`src/rtl/img_buf_ctrl.sv`:
```
`default_nettype none
// img_buf_ctrl: single-owner sequencer for the single-port image RAM (frame load, window read stream).
// Optional frame clear (clr_start, CLEAR state) is enabled by defining IMG_BUF_CTRL_CLEAR_EN.
module img_buf_ctrl #(
   parameter int DATA_WIDTH   = 8,
   parameter int DEPTH_X      = 300,
   parameter int DEPTH_Y      = 300,
   parameter int ADDR_WIDTH_X = $clog2(DEPTH_X),
   parameter int ADDR_WIDTH_Y = $clog2(DEPTH_Y)
) (
   input  logic                           clk,
   input  logic                           rst,
`ifdef IMG_BUF_CTRL_CLEAR_EN
   input  logic                           clr_start,
`endif
   input  logic                           load_start,
   input  logic                           in_valid,
   output logic                           in_ready,
   input  logic [DATA_WIDTH-1:0]          in_data,
   input  logic                           rd_start,
   input  logic [ADDR_WIDTH_X-1:0]        rd_x0,
   input  logic [ADDR_WIDTH_Y-1:0]        rd_y0,
   input  logic [ADDR_WIDTH_X:0]          rd_w,
   input  logic [ADDR_WIDTH_Y:0]          rd_h,
   output logic                           out_valid,
   input  logic                           out_ready,
   output logic [DATA_WIDTH-1:0]          out_data,
   output logic                           out_last,
   output logic                           busy,
   output logic                           done,
   output logic                           cmd_err,
   output logic [ADDR_WIDTH_X+ADDR_WIDTH_Y-1:0] ram_addr,
   output logic [DATA_WIDTH-1:0]          ram_wr_data,
   input  logic [DATA_WIDTH-1:0]          ram_rd_data,
   output logic                           ram_cs,
   output logic                           ram_we
);

   localparam logic [ADDR_WIDTH_X-1:0] X_MAX = ADDR_WIDTH_X'(DEPTH_X - 1);
   localparam logic [ADDR_WIDTH_Y-1:0] Y_MAX = ADDR_WIDTH_Y'(DEPTH_Y - 1);
   localparam logic [ADDR_WIDTH_X+1:0] X_LIM = (ADDR_WIDTH_X + 2)'(DEPTH_X);
   localparam logic [ADDR_WIDTH_Y+1:0] Y_LIM = (ADDR_WIDTH_Y + 2)'(DEPTH_Y);

   typedef enum logic [2:0] {
      S_IDLE  = 3'd0,
      S_LOAD  = 3'd1,
      S_READ  = 3'd2,
`ifdef IMG_BUF_CTRL_CLEAR_EN
      S_CLEAR = 3'd4,
`endif
      S_DRAIN = 3'd3
   } state_t;

   state_t                  state_q;
   logic [ADDR_WIDTH_X-1:0] x_q, x0_q, xend_q;
   logic [ADDR_WIDTH_Y-1:0] y_q, yend_q;
   logic                    out_valid_q, out_last_q, done_q, cmd_err_q;

   // Window bounds are summed two bits wider than the origin so nothing wraps.
   logic [ADDR_WIDTH_X+1:0] x_sum_d, x_end_d;
   logic [ADDR_WIDTH_Y+1:0] y_sum_d, y_end_d;
   logic                    cmd_ok_d, wr_fire_d, rd_issue_d, at_end_d;

   assign x_sum_d  = {2'b00, rd_x0} + {1'b0, rd_w};
   assign y_sum_d  = {2'b00, rd_y0} + {1'b0, rd_h};
   assign x_end_d  = x_sum_d - (ADDR_WIDTH_X + 2)'(1);
   assign y_end_d  = y_sum_d - (ADDR_WIDTH_Y + 2)'(1);
   assign cmd_ok_d = (rd_w != '0) && (rd_h != '0) && (x_sum_d <= X_LIM) && (y_sum_d <= Y_LIM);

`ifdef IMG_BUF_CTRL_CLEAR_EN
   assign wr_fire_d = ((state_q == S_LOAD) && in_valid) || (state_q == S_CLEAR);
`else
   assign wr_fire_d = (state_q == S_LOAD) && in_valid;
`endif
   assign rd_issue_d = (state_q == S_READ) && (!out_valid_q || out_ready);
   assign at_end_d   = (x_q == xend_q) && (y_q == yend_q);

   assign in_ready    = (state_q == S_LOAD);
   assign ram_cs      = wr_fire_d || rd_issue_d;
   assign ram_we      = wr_fire_d;
   assign ram_addr    = {y_q, x_q};
   assign ram_wr_data = (state_q == S_LOAD) ? in_data : '0;
   assign out_valid   = out_valid_q;
   assign out_last    = out_last_q;
   assign out_data    = ram_rd_data;
   assign busy        = (state_q != S_IDLE);
   assign done        = done_q;
   assign cmd_err     = cmd_err_q;

   always_ff @(posedge clk or posedge rst) begin
      if (rst) begin
         state_q     <= S_IDLE;
         x_q         <= '0;
         y_q         <= '0;
         x0_q        <= '0;
         xend_q      <= '0;
         yend_q      <= '0;
         out_valid_q <= 1'b0;
         out_last_q  <= 1'b0;
         done_q      <= 1'b0;
         cmd_err_q   <= 1'b0;
      end else begin
         done_q    <= 1'b0;
         cmd_err_q <= 1'b0;

         if (rd_issue_d) begin
            out_valid_q <= 1'b1;
            out_last_q  <= at_end_d;
         end else if (out_ready) begin
            out_valid_q <= 1'b0;
            out_last_q  <= 1'b0;
         end

         case (state_q)
            S_IDLE: begin
`ifdef IMG_BUF_CTRL_CLEAR_EN
               if (clr_start) begin
                  state_q <= S_CLEAR;
                  x_q     <= '0;
                  y_q     <= '0;
               end else
`endif
               if (load_start) begin
                  state_q <= S_LOAD;
                  x_q     <= '0;
                  y_q     <= '0;
               end else if (rd_start) begin
                  if (cmd_ok_d) begin
                     state_q <= S_READ;
                     x_q     <= rd_x0;
                     y_q     <= rd_y0;
                     x0_q    <= rd_x0;
                     xend_q  <= x_end_d[ADDR_WIDTH_X-1:0];
                     yend_q  <= y_end_d[ADDR_WIDTH_Y-1:0];
                  end else begin
                     cmd_err_q <= 1'b1;
                  end
               end
            end
`ifdef IMG_BUF_CTRL_CLEAR_EN
            S_LOAD, S_CLEAR: begin
`else
            S_LOAD: begin
`endif
               if (wr_fire_d) begin
                  if (x_q == X_MAX) begin
                     x_q <= '0;
                     if (y_q == Y_MAX) begin
                        y_q     <= '0;
                        state_q <= S_IDLE;
                        done_q  <= 1'b1;
                     end else begin
                        y_q <= y_q + ADDR_WIDTH_Y'(1);
                     end
                  end else begin
                     x_q <= x_q + ADDR_WIDTH_X'(1);
                  end
               end
            end
            S_READ: begin
               if (rd_issue_d) begin
                  if (x_q == xend_q) begin
                     x_q <= x0_q;
                     if (y_q == yend_q) state_q <= S_DRAIN;
                     else               y_q     <= y_q + ADDR_WIDTH_Y'(1);
                  end else begin
                     x_q <= x_q + ADDR_WIDTH_X'(1);
                  end
               end
            end
            S_DRAIN: begin
               if (out_valid_q && out_ready) begin
                  state_q <= S_IDLE;
                  done_q  <= 1'b1;
                  x_q     <= '0;
                  y_q     <= '0;
               end
            end
            default: state_q <= S_IDLE;
         endcase
      end
   end

endmodule
`default_nettype wire

```
`config.mk`:
```
export PLATFORM = sky130hd
export DESIGN_NAME = img_buf_ctrl
export DESIGN_NICKNAME = d
export VERILOG_FILES = /design/src/rtl/img_buf_ctrl.sv
export SDC_FILE = /design/constraint.sdc
export NUM_CORES = 1
export LEC_CHECK = 0
export BUFFER_PORTS_ARGS = -buffer_cell sky130_fd_sc_hd__buf_2
export CAP_MARGIN = 20
export CORE_MARGIN = 5
export CORE_UTILIZATION = 55
export DETAILED_ROUTE_END_ITERATION = 8
export PLACE_DENSITY = 0.89
export SYNTH_ARGS = -nofsm -noshare
export SYNTH_HDL_FRONTEND = slang
export SYNTH_SLANG_ARGS = --single-unit
export TNS_END_PERCENT = 100
```
`constraint.sdc`:
```
create_clock -name clk -period 2.48 [get_ports clk]
set_input_delay 0.372 -clock clk [delete_from_list [all_inputs] [get_ports clk]]
set_output_delay 0.372 -clock clk [all_outputs]
set_load 0.01 [all_outputs]
```
-- After elaboration in Yosys (flattened, before gate mapping)
Index checks and enable logic that the tools add are counted.
- output and inout bits: 42
- memory bits (writable): 0
- ROM bits: 0
- bits in latches: 0
- memories kept: 0
- logic and storage cells: 99
- flip-flop bits (word level): 52
- bits of input ports: 60
- multiplexer cells: 43
- bitwise operators: 1
- $lt $le $gt $ge: 2
- add/subtract/negate cells: 6
- $mul: 0
- eq/ne operators: 17
- divide/modulo/power cells: 0
- shift-type cells: 0
- reductions and logical operators: 20
- operators by type and width (cell ; count):
    9-bit two-way mux ; 17
    9-bit case mux with 4 select lines ; 2
    3-bit two-way mux ; 10
    9-bit by 10-bit adder with 11-bit output ; 2
    11-bit by 9-bit less-or-equal comparator with 1-bit output, second input constant ; 2
    10-bit nonzero test ; 2
    9-bit by 1-bit adder with 9-bit output, second input constant ; 2
    9-bit equality test ; 2
    9-bit equality test, second input constant ; 2
    9-bit AND reduction ; 2
    9-bit by 1-bit subtractor with 9-bit output, second input constant ; 2
    3-bit case mux with 4 select lines ; 1
    1-bit two-way mux ; 11
    2-bit by 1-bit != test with 1-bit output, second input constant ; 5
    8-bit two-way mux ; 1
    1-bit logical AND ; 7
    3-bit by 2-bit equality test with 1-bit output, second input constant ; 2
    2-bit != test, second input constant ; 3
    3-bit != test, second input constant ; 2
    6-bit AND reduction ; 1
    4-bit AND reduction ; 1
    4-bit nonzero test ; 1
    3-bit by 1-bit equality test with 1-bit output, second input constant ; 1
    3-bit zero test ; 1
    6 further kinds ; 7

-- Longest topological paths before layout
Gate-level depths: netlist (run 1).
- depth after elaboration: 8
- mapped depth: 14
- gate-level depth less buffers: 12

-- Worst setup path after synthesis (run 1)
Ideal clock, no wire load.
- path kind: input port to flip-flop
- start point: input rd_y0[0]
- end point: register x0_q[0]
- setup slack: -0.687 ns
- setup time: 0.127 ns
- buffers on the path: 1
- arrival: 3.040 ns
- data required time: 2.353 ns
- stages on the path: 11
- cell sequence: ha_1 > fa_1 > a21o_1 > a211oi_1 > o211ai_1 > a2111o_1 > a21oi_2 > nand3_2 > nor2_8 > buf_6 > mux2_1
- longest elaborated chain between the ends: 4
- RTL lines (item ; line ; source):
    start, declared ; 22 ; input logic [ADDR_WIDTH_Y-1:0] rd_y0,
    9-bit by 10-bit adder with 11-bit output ; 65 ; assign y_sum_d = {2'b00, rd_y0} + {1'b0, rd_h};
    11-bit by 9-bit less-or-equal comparator with 1-bit output ; 68 ; assign cmd_ok_d = (rd_w != '0) && (rd_h != '0) && (x_sum_d <= X_LIM) && (y_sum_d <= Y_LIM);
    1-bit logical AND ; 68 ;
    4-bit AND reduction (no line) ; -- ;
    end signal, assigned ; 132 ; x0_q <= rd_x0;
    end, declared ; 55 ; logic [ADDR_WIDTH_X-1:0] x_q, x0_q, xend_q;
Every way passes these cells.
A chain may end at the register's enable or synchronous reset.

-- Worst setup path in the final report (run 1)
- start point: input rd_x0[0]
- end point: register x_q[0]
- longest elaborated chain between the ends: 6
- elaborated cells on any way between the ends: 10
- classes of those cells: add/sub (1); order compare (1); eq/ne (1); mux (4); reduce/logical (3)
- RTL lines (item ; line ; source):
    start, declared ; 21 ; input logic [ADDR_WIDTH_X-1:0] rd_x0,
    9-bit by 10-bit adder with 11-bit output ; 64 ; assign x_sum_d = {2'b00, rd_x0} + {1'b0, rd_w};
    11-bit by 9-bit less-or-equal comparator with 1-bit output ; 68 ;
    1-bit logical AND (2 in a row) ; 68 ;
    3-bit != test (no line) ; -- ;
    6-bit AND reduction (no line) ; -- ;
    end signal, assigned ; 130 ; x_q <= rd_x0;
    end signal, assigned ; 156 ; x_q <= x_q + ADDR_WIDTH_X'(1);
    end signal, assigned ; 163 ; x_q <= x0_q;
    end, declared ; 55 ;
Parallel ways exist; a longest one is shown, timed or not. The select of a mux whose other input is x is not followed.

==> summary.md, run 1 <==
| Metric | Value |
|---|---|
| Worst-Skew Late Latency | between 300 and 400 ps |
| Post-synth EDFFs | 0 |
| Area leader, netlist | dfrtp_1 |
| Max frequency | roughly 320 MHz |
| Most frequent cells in the layout | 99 x buf_4, 82 x buf_2, 51 x dfrtp_1, 31 x nor2_1, 27 x mux2_4 |
| Ys flop type | dfrtp_1 |
| Gp weighted congestion | just under 0.9 |
| CTS tree | yes |
| Fin. max-slew vios | 0 |
| Layout cell share with drive strength beyond 1 | around 44% |
| Synth area leaders | dfrtp_1 30%, ha_1 7.2%, xor2_1 5.4% |
| Asr flop ratio synth | between 90% and 100% |
| Max-cap violation count | 0 |
| Drt pass-1 iters | 5 |
| Worst VDD drop | between 0.4 and 0.5 mV |
| Kind of critical path | in -> reg |
| Worst EP required | 2690 ps |
| CTS clk-pin slew, worst paths | around 120 ps |
| Power Total | just under 0.006 W |
| Synth Register Bits | between 50 and 60 |
| Hpwl dp | roughly 11 mm |
| Clock share of power | 11.3% |
| DRT met1 WL | 5.962 mm |
| Net count after synthesis | 550 |
| Placed inst area | around 0.0055 mm2 |
| Largest net degree at the start of global routing | 23 |
| Met3 wire length | 2.403 mm |
| Worst slew pin tran | approximately 620 ps |
| Initial antenna violation count | 1 |
| Fin area | ~0.0060 mm2 |
| Die H | around 97 um |
| Core ar. | approximately 0.0073 mm2 |
| First-pass GRT wire length | approximately 25 mm |
| Io pins | about 100 |
| Status | complete, but fails checks |
| Mapped Cells | between 400 and 500 |
| Post-synth cell types | 63 |
| Comb pwr share | between 50% and 60% |
| Hold Path Class | in -> async |
| Type of origin of the critical path | input pin |
| Clock tree sinks | 51 |
| TritonCTS buffer count | 5 |
| Via count | between 5000 and 6000 |
| Critical path arrival | 3350 ps |
| Post-route ant nets | 0 |
| Vias in the first global route | ~4800 |
| # setup viols final | between 40 and 50 |
| Clock period minus worst slack | about 3100 ps |
| Final wirelength | about 18 mm |
| Final nets | 727 |
| Quantity of hold-fixing buffers added after cts | 0 |
| Switching share of total power | ~47% |
| DRC Markers | 0 |
| Initial Util | between 50% and 60% |
| Final Hold Viols | 0 |
| Seq/Total Area, Yosys | between 30% and 40% |
| Met2 wire length | 8.189 mm |
| Crit-path max FO | 6 |
| H-tree levels | 2 |
| CTS root buf | clkbuf_8 |
| Highest routed layer | met5 |
| Synth-to-Final Area Change | 43.58% |
| Failing checks | setup timing |
| Tcrit/Tclk final | 126.7% |
| GRT Total Usage | 32.88% |
| DRT iter0 DRCs | 536 |
| Sw Pwr | between 0.002 and 0.003 W |
| Setup TNS | -24790 ps |
| P_leak | just under 3 nW |
| CTS Buffer Depth | 2 |
| Crit. End Element | flip-flop |
| PD cells | 972.5 mW/mm2 |
| RSZ-0062 raised after global routing | true |
| Cell Area, Synth | approximately 0.0042 mm2 |
| Commonest non-fill, non-tap cell in the layout | buf_4 |
| Final worst slack | -661.5 ps |
| Internal power | slightly above 0.003 W |
| Setup Skew | between 20 and 30 ps |
| Post-place setup slack | -837.9 ps |
| Via density | around 6.9 |
| Die span in x | 97.37 um |
| Yosys warns | 0 |
| Sequential Power Share | 29.2% |
| Grt ovf | 0 |
| Port Buf Inserts | 85 |
| Syn avg cell area | 9.047 um2 |
| Wire per inst | roughly 24 um |
| Util after Layout | ~82% |
| Diodes inserted | 0 |
| DIE AREA | around 0.0095 mm2 |
| Slew margin rel. | 58.38% |
| Core Rows | 31 |
| Post-synth top area share | between 30% and 40% |
-- kinds of logic after synthesis --
| logic type | after synthesis | synth area share (%) |
|---|---|---|
| adder cells (fa/ha/maj) | 26 | 8.107 |
| flip-flops | 51 | 30.40 |
| multiplexers | 34 | 9.329 |
| AO/OA/AOI/OAI | 115 | 18.57 |
| XOR/XNOR | 41 | 8.555 |
| AND/OR/NAND/NOR | 152 | 19.70 |
| buffers and inverters | 45 | 5.335 |
-- synth_stat cells, types with 2 or more instances --
master      n
dfrtp_1    51
nor2_1     32
o21ai_0    31
nand2_1    26
xor2_1     26
ha_1       24
a21oi_1    21
inv_1      21
mux2_1     18
o31ai_1    17
xnor2_1    15
nor3_1     13
nand3_1    12
mux2_2     11
and2_1     10
and3_1     10
clkbuf_1    9
nor3b_1     9
buf_4       8
nand2b_1    8
a221oi_1    7
nor2b_1     7
nor4_1      7
a21o_1      6
a211oi_1    4
a221o_1     4
a22oi_1     3
buf_6       3
mux2_4      3
nand4_1     3
a211oi_2    2
a2bb2oi_1   2
a31oi_1     2
a41oi_1     2
buf_2       2
fa_1        2
mux2i_1     2
nor4bb_1    2
o22ai_1     2
or2_2       2
or4_1       2
or4b_2      2
-- worst max-delay path, cell delays in order --
cell and delay, ps:
buf_4 110, ha_4 150, inv_2 40, fa_1 430
nand2b_1 200, a21oi_2 210, o21ai_0 120, a211oi_1 540
o31ai_2 190, buf_4 210, a31oi_4 220, buf_6 180
nor2_4 60, mux2_4 300
-- per-stage QoR --
stage	hold slack (ps)	cells
2_1_floorplan	459.0	464
3_3_place_gp	405.7	725
3_5_place_dp	408.4	725
4_1_cts	71.22	738
5_1_grt	92.06	741
6_report	51.73	741
-- timing repair --
action | 4_1_cts | 5_1_grt
gates cloned | 0 | 1
resized for setup | 43 | 30
pin swaps | 6 | 5
setup endpoints to repair | 46 | 46
buffers inserted | 5 | 4
-- final cells by class --
type / instances / area [um2]
multi-input cells: 368 / 3087
flip-flops and latches: 51 / 1276
repair buffers: 193 / 1340
fillers: 364 / 1304
inverters: 22 / 82.58
clock inverters: 2 / 35.03
well taps: 99 / 123.9
clock buffers: 6 / 82.58
-- power groups by stage --
stage | sequential, W | combinational [W] | clock, W
final | 0.00171 | 0.00349 | 0.000660
after global routing | 0.00172 | 0.00365 | 0.000680
after CTS | 0.00160 | 0.00300 | 0.000614
after detailed placement | 0.00160 | 0.00273 | 0
after global placement | 0.00157 | 0.00256 | 0
after floorplan | 0.00153 | 0.00168 | 0
-- registers in the layout, indices dropped and copies added (netlist names) --
signal / cells
y_q: 9
x0_q: 9
done: 1
x_q: 9
yend_q: 9
state_q: 2
xend_q: 9
out_last: 1
cmd_err: 1
out_valid: 1
-- path summary, 6_finish.rpt --
| path | slack [ps] | endpoint | cells past startpoint | start |
|---|---|---|---|---|
| min | 50 | x0_q[2] | 2 | rst |
| max reg2reg | -90 | x_q[3] | 9 | x_q[0] |
| max in group asynchronous | 1750 | y_q[8] | 3 | rst |
| min in group clk | 350 | out_last | 4 | out_ready |
| min reg2reg | 550 | x0_q[4] | 1 | x0_q[4] |
| max | -660 | x_q[0] | 14 | rd_x0[0] |
-- per-layer routing --
metal  global-route usage (%)  vias to the layer above
met5                        0                        -
met4                    14.70                        2
met3                    5.958                      154
met2                    56.98                      531
met1                    39.57                     2366
li1                         -                     2050
No activity file was read; power rests on OpenSTA's default activity.
==> run 2, diff against run 1 <==
--- a/config.mk
+++ b/config.mk
@@ -7,10 +7,13 @@
 export LEC_CHECK = 0
 export BUFFER_PORTS_ARGS = -buffer_cell sky130_fd_sc_hd__buf_2
 export CAP_MARGIN = 20
+export CELL_PAD_IN_SITES_DETAIL_PLACEMENT = 2
+export CELL_PAD_IN_SITES_GLOBAL_PLACEMENT = 2
 export CORE_MARGIN = 5
-export CORE_UTILIZATION = 55
+export CORE_UTILIZATION = 33
 export DETAILED_ROUTE_END_ITERATION = 8
 export PLACE_DENSITY = 0.89
+export RECOVER_POWER = 25
 export SYNTH_ARGS = -nofsm -noshare
 export SYNTH_HDL_FRONTEND = slang
 export SYNTH_SLANG_ARGS = --single-unit
==> summary.md, run 2 (synthesis results as in run 1) <==
| Metric | Value |
|---|---|
| Final worst slack | -712.0 ps (-50.51 ps) |
| Port Buf Inserts | 85 (unchanged) |
| DRT iter0 DRCs | 332 (-38%) |
| CTS clk-pin slew, worst paths | 70 ps (-50 ps) |
| CTS root buf | clkbuf_16 |
| Worst EP required | 2660 ps (-30 ps) |
| Final nets | 735 (+1.1%) |
| GRT Total Usage | 32.68% (-0.20 points) |
| Worst-Skew Late Latency | 320 ps (-20 ps) |
| Final Hold Viols | 0 (unchanged) |
| Worst slew pin tran | 1431 ps (+811.0 ps) |
| DIE AREA | 0.01508 mm2 (+59%) |
| Register area | 0.001276 mm2 (unchanged) |
| Slew margin rel. | 4.568% (-54 points) |
| RSZ-0062 raised after global routing | true |
| Initial Util | 33.40% (-24 points) |
| Clock period minus worst slack | 3192 ps (+50.51 ps) |
| Setup TNS | -28570 ps (-3779 ps) |
| Diodes inserted | 0 (unchanged) |
| Worst-path cell chain | buf_8 > ha_4 > fa_2 > a21o_1 > a221oi_2 > o31ai_1 > mux2_2 > a21oi_4 > nand3_4 > nor2_8 > buf_12 > mux2_1 |
| Crit-path max FO | 11 (+5) |
| FF-to-FF Start | y_q[1] |
| Smallest hold slack | 381.6 ps (+329.9 ps) |
| R2R Setup Slk | -330 ps (-240 ps) |
| PD cells | 1053 mW/mm2 (+8.3%) |
| Post-route ant nets | 0 (unchanged) |
| Max-cap violation count | 0 (unchanged) |
| Crit. End Element | flip-flop |
| Io pins | 102 (unchanged) |
| Synth-to-Final Area Change | 49.24% |
| Worst VDD drop | 0.3182 mV (-27%) |
| Max incr delay on CP | 420 ps (-120 ps) |
| Grt ovf | 0 (unchanged) |
| Tcrit/Tclk final | 128.7% (+2.0 points) |
| Hpwl dp | 15.75 mm (+43%) |
| Number of filler instances in the final layout | 1328 (+260%) |
| Gp weighted congestion | 0.8154 (-8.5%) |
| Drt pass-1 iters | 5 (unchanged) |
| Failing checks | setup timing |
| Multi-input gate area | 0.003133 mm2 (+1.5%) |
| TritonCTS buffer count | 5 (unchanged) |
| First-pass GRT wire length | 36.34 mm (+43%) |
| P_leak | 2.994 nW (+2.0%) |
| Worst setup path endpoint | yend_q[6] |
| Largest net degree at the start of global routing | 52 (+130%) |
| CP bufs+invs | 2 (-2) |
| Final wirelength | 27.11 mm (+51%) |
| CP top delay family | compound AO/OA/AOI/OAI gates |
| Die H | 122.8 um (+26%) |
| Critical path arrival | 3370 ps (+20 ps) |
| Quantity of hold-fixing buffers added after cts | 0 (unchanged) |
| Setup Skew | 15.18 ps (-11.10 ps) |
| Type of origin of the critical path | input pin |
| Core Rows | 41 (+32%) |
| Post-place setup slack | -1067 ps (-229.1 ps) |
| Clock tree sinks | 51 (unchanged) |
| Fin. max-slew vios | 0 (unchanged) |
| Kind of critical path | in -> reg |
| Most frequent cells in the layout | 106 x buf_4, 83 x buf_2, 51 x dfrtp_1, 31 x nor2_1 |
| Status | complete, but fails checks |
| RR Endpoint | y_q[0] |
| R2r worst-path depth | 8 (-1) |
| Vias in the first global route | 5567 (+15%) |
| # setup viols final | 48 (+2.1%) |
| Hold Path Class | in -> reg |
| Slowest CP cell | a221oi_2 |
| Initial antenna violation count | 0 (-1) |
| Wire per inst | 32.98 um (+36%) |
| CTS Buffer Depth | 2 (unchanged) |
| H-tree levels | 2 (unchanged) |
| Via count | 5115 (+0.24%) |
| Max frequency | 313.3 MHz (-1.6%) |
| Critical path startpoint | rd_y0[0] |
| Core ar. | 0.01257 mm2 (+71%) |
| Crit path depth | 12 (-2) |
| CTS tree | yes |
| Layout cell share with drive strength beyond 1 | 45.08% (+1.0 points) |
| Via density | 6.223 (-9.6%) |
| Commonest non-fill, non-tap cell in the layout | buf_4 |
| Die span in x | 122.8 um (+26%) |
| DRC Markers | 0 (unchanged) |
-- run 2: cell count changes in the layout (fill, tap and decap cells not counted), moves of 2 or more --
cell,delta
clkbuf_8,-4
a211oi_1,-2
o21ai_1,+2
clkbuf_16,+6
buf_4,+7
a211oi_2,+2
-- run 2: worst min path at each step --
stage / to / slack [ps] / cells past startpoint / from
floorplan: x0_q[0] / 460 / 1 / x0_q[0]
global placement: x0_q[7] / 470 / 1 / x0_q[7]
detailed placement: x0_q[7] / 490 / 1 / x0_q[7]
CTS: x0_q[7] / 280 / 3 / rst
global route: out_last / 420 / 4 / out_ready
finish: out_last / 380 / 4 / out_ready
-- run 2: worst min-delay path: cells and delay by family --
family	cells	cell delay (ps)
AND/OR/NAND/NOR	1	40
AO/OA/AOI/OAI	2	140
buffers and inverters	1	90
-- run 2: repair_timing --
| item | CTS | global route |
|---|---|---|
| resized for setup | 41 | 40 |
| cloned | 0 | 2 |
| pin swaps | 5 | 7 |
| endpoints found under the hold margin | 0 | 0 |
| buffers inserted | 3 | 5 |
| endpoints found under the setup margin | 48 | 48 |
-- run 2: final cells by class --
cell class / instances / share of cell area, %
Inverter: 22 / 1.318
Clock buffer: 8 / 2.497
Tap cell: 172 / 3.435
Timing Repair Buffer: 201 / 22.37
Multi-Input combinational cell: 368 / 50.01
Sequential cell: 51 / 20.37
-- run 2: power by group --
part	switching (W)	total (W)	internal, W
registers	0.000542	0.00172	0.00118
clock network	0.000375	0.000808	0.000433
logic	0.00236	0.00407	0.00171
total	0.00327	0.00660	0.00332
-- run 2: routing by layer --
layer,share of wire [%],global-route usage [%],vias up
met2,49,56.71,325
met3,7.2,7.235,138
met5,0,0,-
met1,38,37.33,2588
met4,6.5,17.28,0
li1,-,-,2064
-- run 2: per-stage QoR --
step | instances | total power (W) | utilization, % | area [um2]
final | 822 | 0.006598 | 49.85 | 6265
after global routing | 822 | 0.006744 | 49.85 | 6265
after CTS | 815 | 0.005898 | 47.80 | 6008
after detailed placement | 804 | 0.004678 | 44.81 | 5632
after global placement | 804 | 0.004286 | 44.81 | 5632
after floorplan | 464 | 0.003211 | - | 4309
==> run 3, diff against run 2 <==
--- a/config.mk
+++ b/config.mk
@@ -9,11 +9,13 @@
 export CAP_MARGIN = 20
 export CELL_PAD_IN_SITES_DETAIL_PLACEMENT = 2
 export CELL_PAD_IN_SITES_GLOBAL_PLACEMENT = 2
+export CORE_ASPECT_RATIO = 1.75
 export CORE_MARGIN = 5
 export CORE_UTILIZATION = 33
 export DETAILED_ROUTE_END_ITERATION = 8
 export PLACE_DENSITY = 0.89
 export RECOVER_POWER = 25
+export SETUP_SLACK_MARGIN = 0.2
 export SYNTH_ARGS = -nofsm -noshare
 export SYNTH_HDL_FRONTEND = slang
 export SYNTH_SLANG_ARGS = --single-unit
==> summary.md, run 3 (synthesis results as in run 1) <==
| Metric | Value |
|---|---|
| Die span in x | 95.26 um (-22%) |
| Initial antenna violation count | 1 (+1) |
| Die H | 159.2 um (+30%) |
| Diodes inserted | 0 (unchanged) |
| Setup Skew | 22.51 ps (+7.333 ps) |
| Port Buf Inserts | 85 (unchanged) |
| Setup TNS | -30560 ps (-1989 ps) |
| CP top delay family | compound AO/OA/AOI/OAI gates |
| Sw Pwr | 0.003211 W (-1.9%) |
| Worst-path cell chain | buf_2 > ha_1 > a21oi_2 > o31ai_4 > buf_4 > a2111oi_1 > a41oi_1 > a211oi_2 > buf_4 > nand3_4 > nor2_8 > buf_4 > clkbuf_16 > mux2_4 |
| Drt pass-1 iters | 5 (unchanged) |
| Gp weighted congestion | 0.8478 (+4.0%) |
| CTS root buf | clkbuf_16 |
| DRT iter0 DRCs | 260 (-22%) |
| Final worst slack | -742.7 ps (-30.68 ps) |
| Comb pwr share | 60.6% (-1.0 points) |
| Via count | 5097 (-0.35%) |
| Final nets | 749 (+1.9%) |
| Initial Util | 33.58% (+0.18 points) |
| Failing checks | setup timing |
| Layout cell share with drive strength beyond 1 | 48.49% (+3.4 points) |
| Quantity of hold-fixing buffers added after cts | 0 (unchanged) |
| Internal power | 0.003431 W (+3.2%) |
| Clock period minus worst slack | 3223 ps (+30.68 ps) |
| CTS Buffer Depth | 2 (unchanged) |
| FF-to-FF Start | y_q[0] |
| Via density | 6.126 (-1.5%) |
| Fin. max-slew vios | 0 (unchanged) |
| Status | complete, but fails checks |
| Largest net degree at the start of global routing | 29 (-44%) |
| Io pins | 102 (unchanged) |
| Worst EP required | 2690 ps (+30 ps) |
| Worst slew pin tran | 1254 ps (-177.8 ps) |
| Synth-to-Final Area Change | 54.22% |
| Most used cell, CP | buf_4 |
| Post-route ant nets | 0 (unchanged) |
| Non-Filler Instances | 832 (+1.2%) |
| Final Hold Viols | 0 (unchanged) |
| Commonest non-fill, non-tap cell in the layout | buf_4 |
| DRC Markers | 0 (unchanged) |
| Hpwl dp | 15.22 mm (-3.3%) |
| Tcrit/Tclk final | 129.9% (+1.2 points) |
| Max incr delay on CP | 460 ps (+40 ps) |
| Slew margin rel. | 16.33% (+12 points) |
| Vias in the first global route | 5780 (+3.8%) |
| Final wirelength | 26.41 mm (-2.6%) |
| CTS clk-pin slew, worst paths | 90 ps (+20 ps) |
| Most frequent cells in the layout | 117 x buf_4, 81 x buf_2, 51 x dfrtp_1, 30 x nor2_1, 30 x mux2_4 |
| GRT Total Usage | 32.80% (+0.13 points) |
| Type of origin of the critical path | input pin |
| Worst VDD drop | 0.3235 mV (+1.7%) |
| Core Rows | 54 (+32%) |
| P_leak | 3.110 nW (+3.9%) |
| Core ar. | 0.01250 mm2 (-0.55%) |
| Switching share of total power | 48.34% (-1.3 points) |
| Max frequency | 310.3 MHz (-0.95%) |
| RR Endpoint | y_q[4] |
| Slowest CP cell | a2111oi_1 |
| # setup viols final | 48 (unchanged) |
| TritonCTS buffer count | 5 (unchanged) |
| First-pass GRT wire length | 37.06 mm (+2.0%) |
| Clock tree sinks | 51 (unchanged) |
| Clock share of power | 13.4% (+1.2 points) |
| CTS tree | yes |
| Kind of critical path | in -> reg |
| DIE AREA | 0.01516 mm2 (+0.59%) |
| Worst-Skew Late Latency | 320 ps (about the same) |
| Crit-path max FO | 6 (-5) |
| H-tree levels | 2 (unchanged) |
| DP Cell Count | 799 (-0.62%) |
| R2r worst-path depth | 8 (unchanged) |
| PD cells | 1026 mW/mm2 (-2.6%) |
| Max-cap violation count | 0 (unchanged) |
| Wire per inst | 31.74 um (-3.8%) |
| Hold Path Class | in -> async |
| CP bufs+invs | 5 (+3) |
| RSZ-0062 raised after global routing | true |
| Sequential Power Share | 26.1% (about the same) |
| R2R Setup Slk | -310 ps (+20 ps) |
| Critical path arrival | 3440 ps (+70 ps) |
| Crit. End Element | flip-flop |
| Grt ovf | 0 (unchanged) |
-- run 3: power by group through the flow --
stage | clock [W] | sequential [W] | combinational (W)
2_1_floorplan | 0 | 0.00153 | 0.00168
3_3_place_gp | 0 | 0.00156 | 0.00273
6_report | 0.000888 | 0.00173 | 0.00402
3_5_place_dp | 0 | 0.00162 | 0.00302
4_1_cts | 0.000849 | 0.00163 | 0.00340
5_1_grt | 0.000918 | 0.00175 | 0.00419
-- run 3: worst max-delay path by stage --
stage                     startpoint  depth (start not counted)   endpoint
after detailed placement    rd_x0[1]                         13  yend_q[4]
final                       rd_x0[4]                         14  xend_q[5]
after CTS                   rd_y0[0]                         13  xend_q[3]
after global placement      rd_x0[0]                         12     y_q[7]
after floorplan             rd_y0[0]                         11    x0_q[0]
after global routing        rd_x0[4]                         14  xend_q[5]
-- run 3: metrics by stage --
stage / power (W) / setup slack (ps) / hold slack, ps / area (um2) / util [%]
2_1_floorplan: 0.003211 / -438.7 / 459.0 / 4309 / -
3_3_place_gp: 0.004290 / -739.6 / 467.9 / 5619 / 44.96
3_5_place_dp: 0.004639 / -960.2 / 485.0 / 5619 / 44.96
4_1_cts: 0.005883 / -494.0 / 178.8 / 6218 / 49.75
5_1_grt: 0.006858 / -806.3 / 417.6 / 6474 / 51.79
6_report: 0.006642 / -742.7 / 384.0 / 6474 / 51.79
-- run 3: what timing repair did --
item                                    in CTS  in global routing
gates resized for setup                     63                 35
cloned                                       2                  1
endpoints found under the hold margin        0                  0
buffers inserted                            15                  7
endpoints found under the setup margin      48                 48
pin swaps                                    5                 12
-- run 3: worst reg2reg max path: cells and delay by family (launching register included) --
kind / cells / cell delay [ps]
fa+ha+maj: 1 / 340
simple gates: 3 / 830
flops: 1 / 490
compound gates: 3 / 710
buf+inv: 1 / 270
-- run 3: cell type report --
cell class / instances / area [um2]
Multi-Input combinational cell: 368 / 3181
Clock buffer: 6 / 138.9
Tap cell: 168 / 210.2
Sequential cell: 51 / 1276
Timing Repair Buffer: 215 / 1550
Clock inverter: 2 / 35.03
Inverter: 22 / 82.58
Fill cell: 1292 / 6026
-- run 3: metal layers --
layer | track usage (%) | wire [um] | share of wire, % | up-vias
li1 | - | - | - | 2091
met1 | 35.24 | 9255 | 35 | 2591
met2 | 57.93 | 13660 | 52 | 280
met3 | 5.248 | 1405 | 5.3 | 133
met4 | 20.11 | 2077 | 7.9 | 2
met5 | 0 | 13 | 0.049 | -
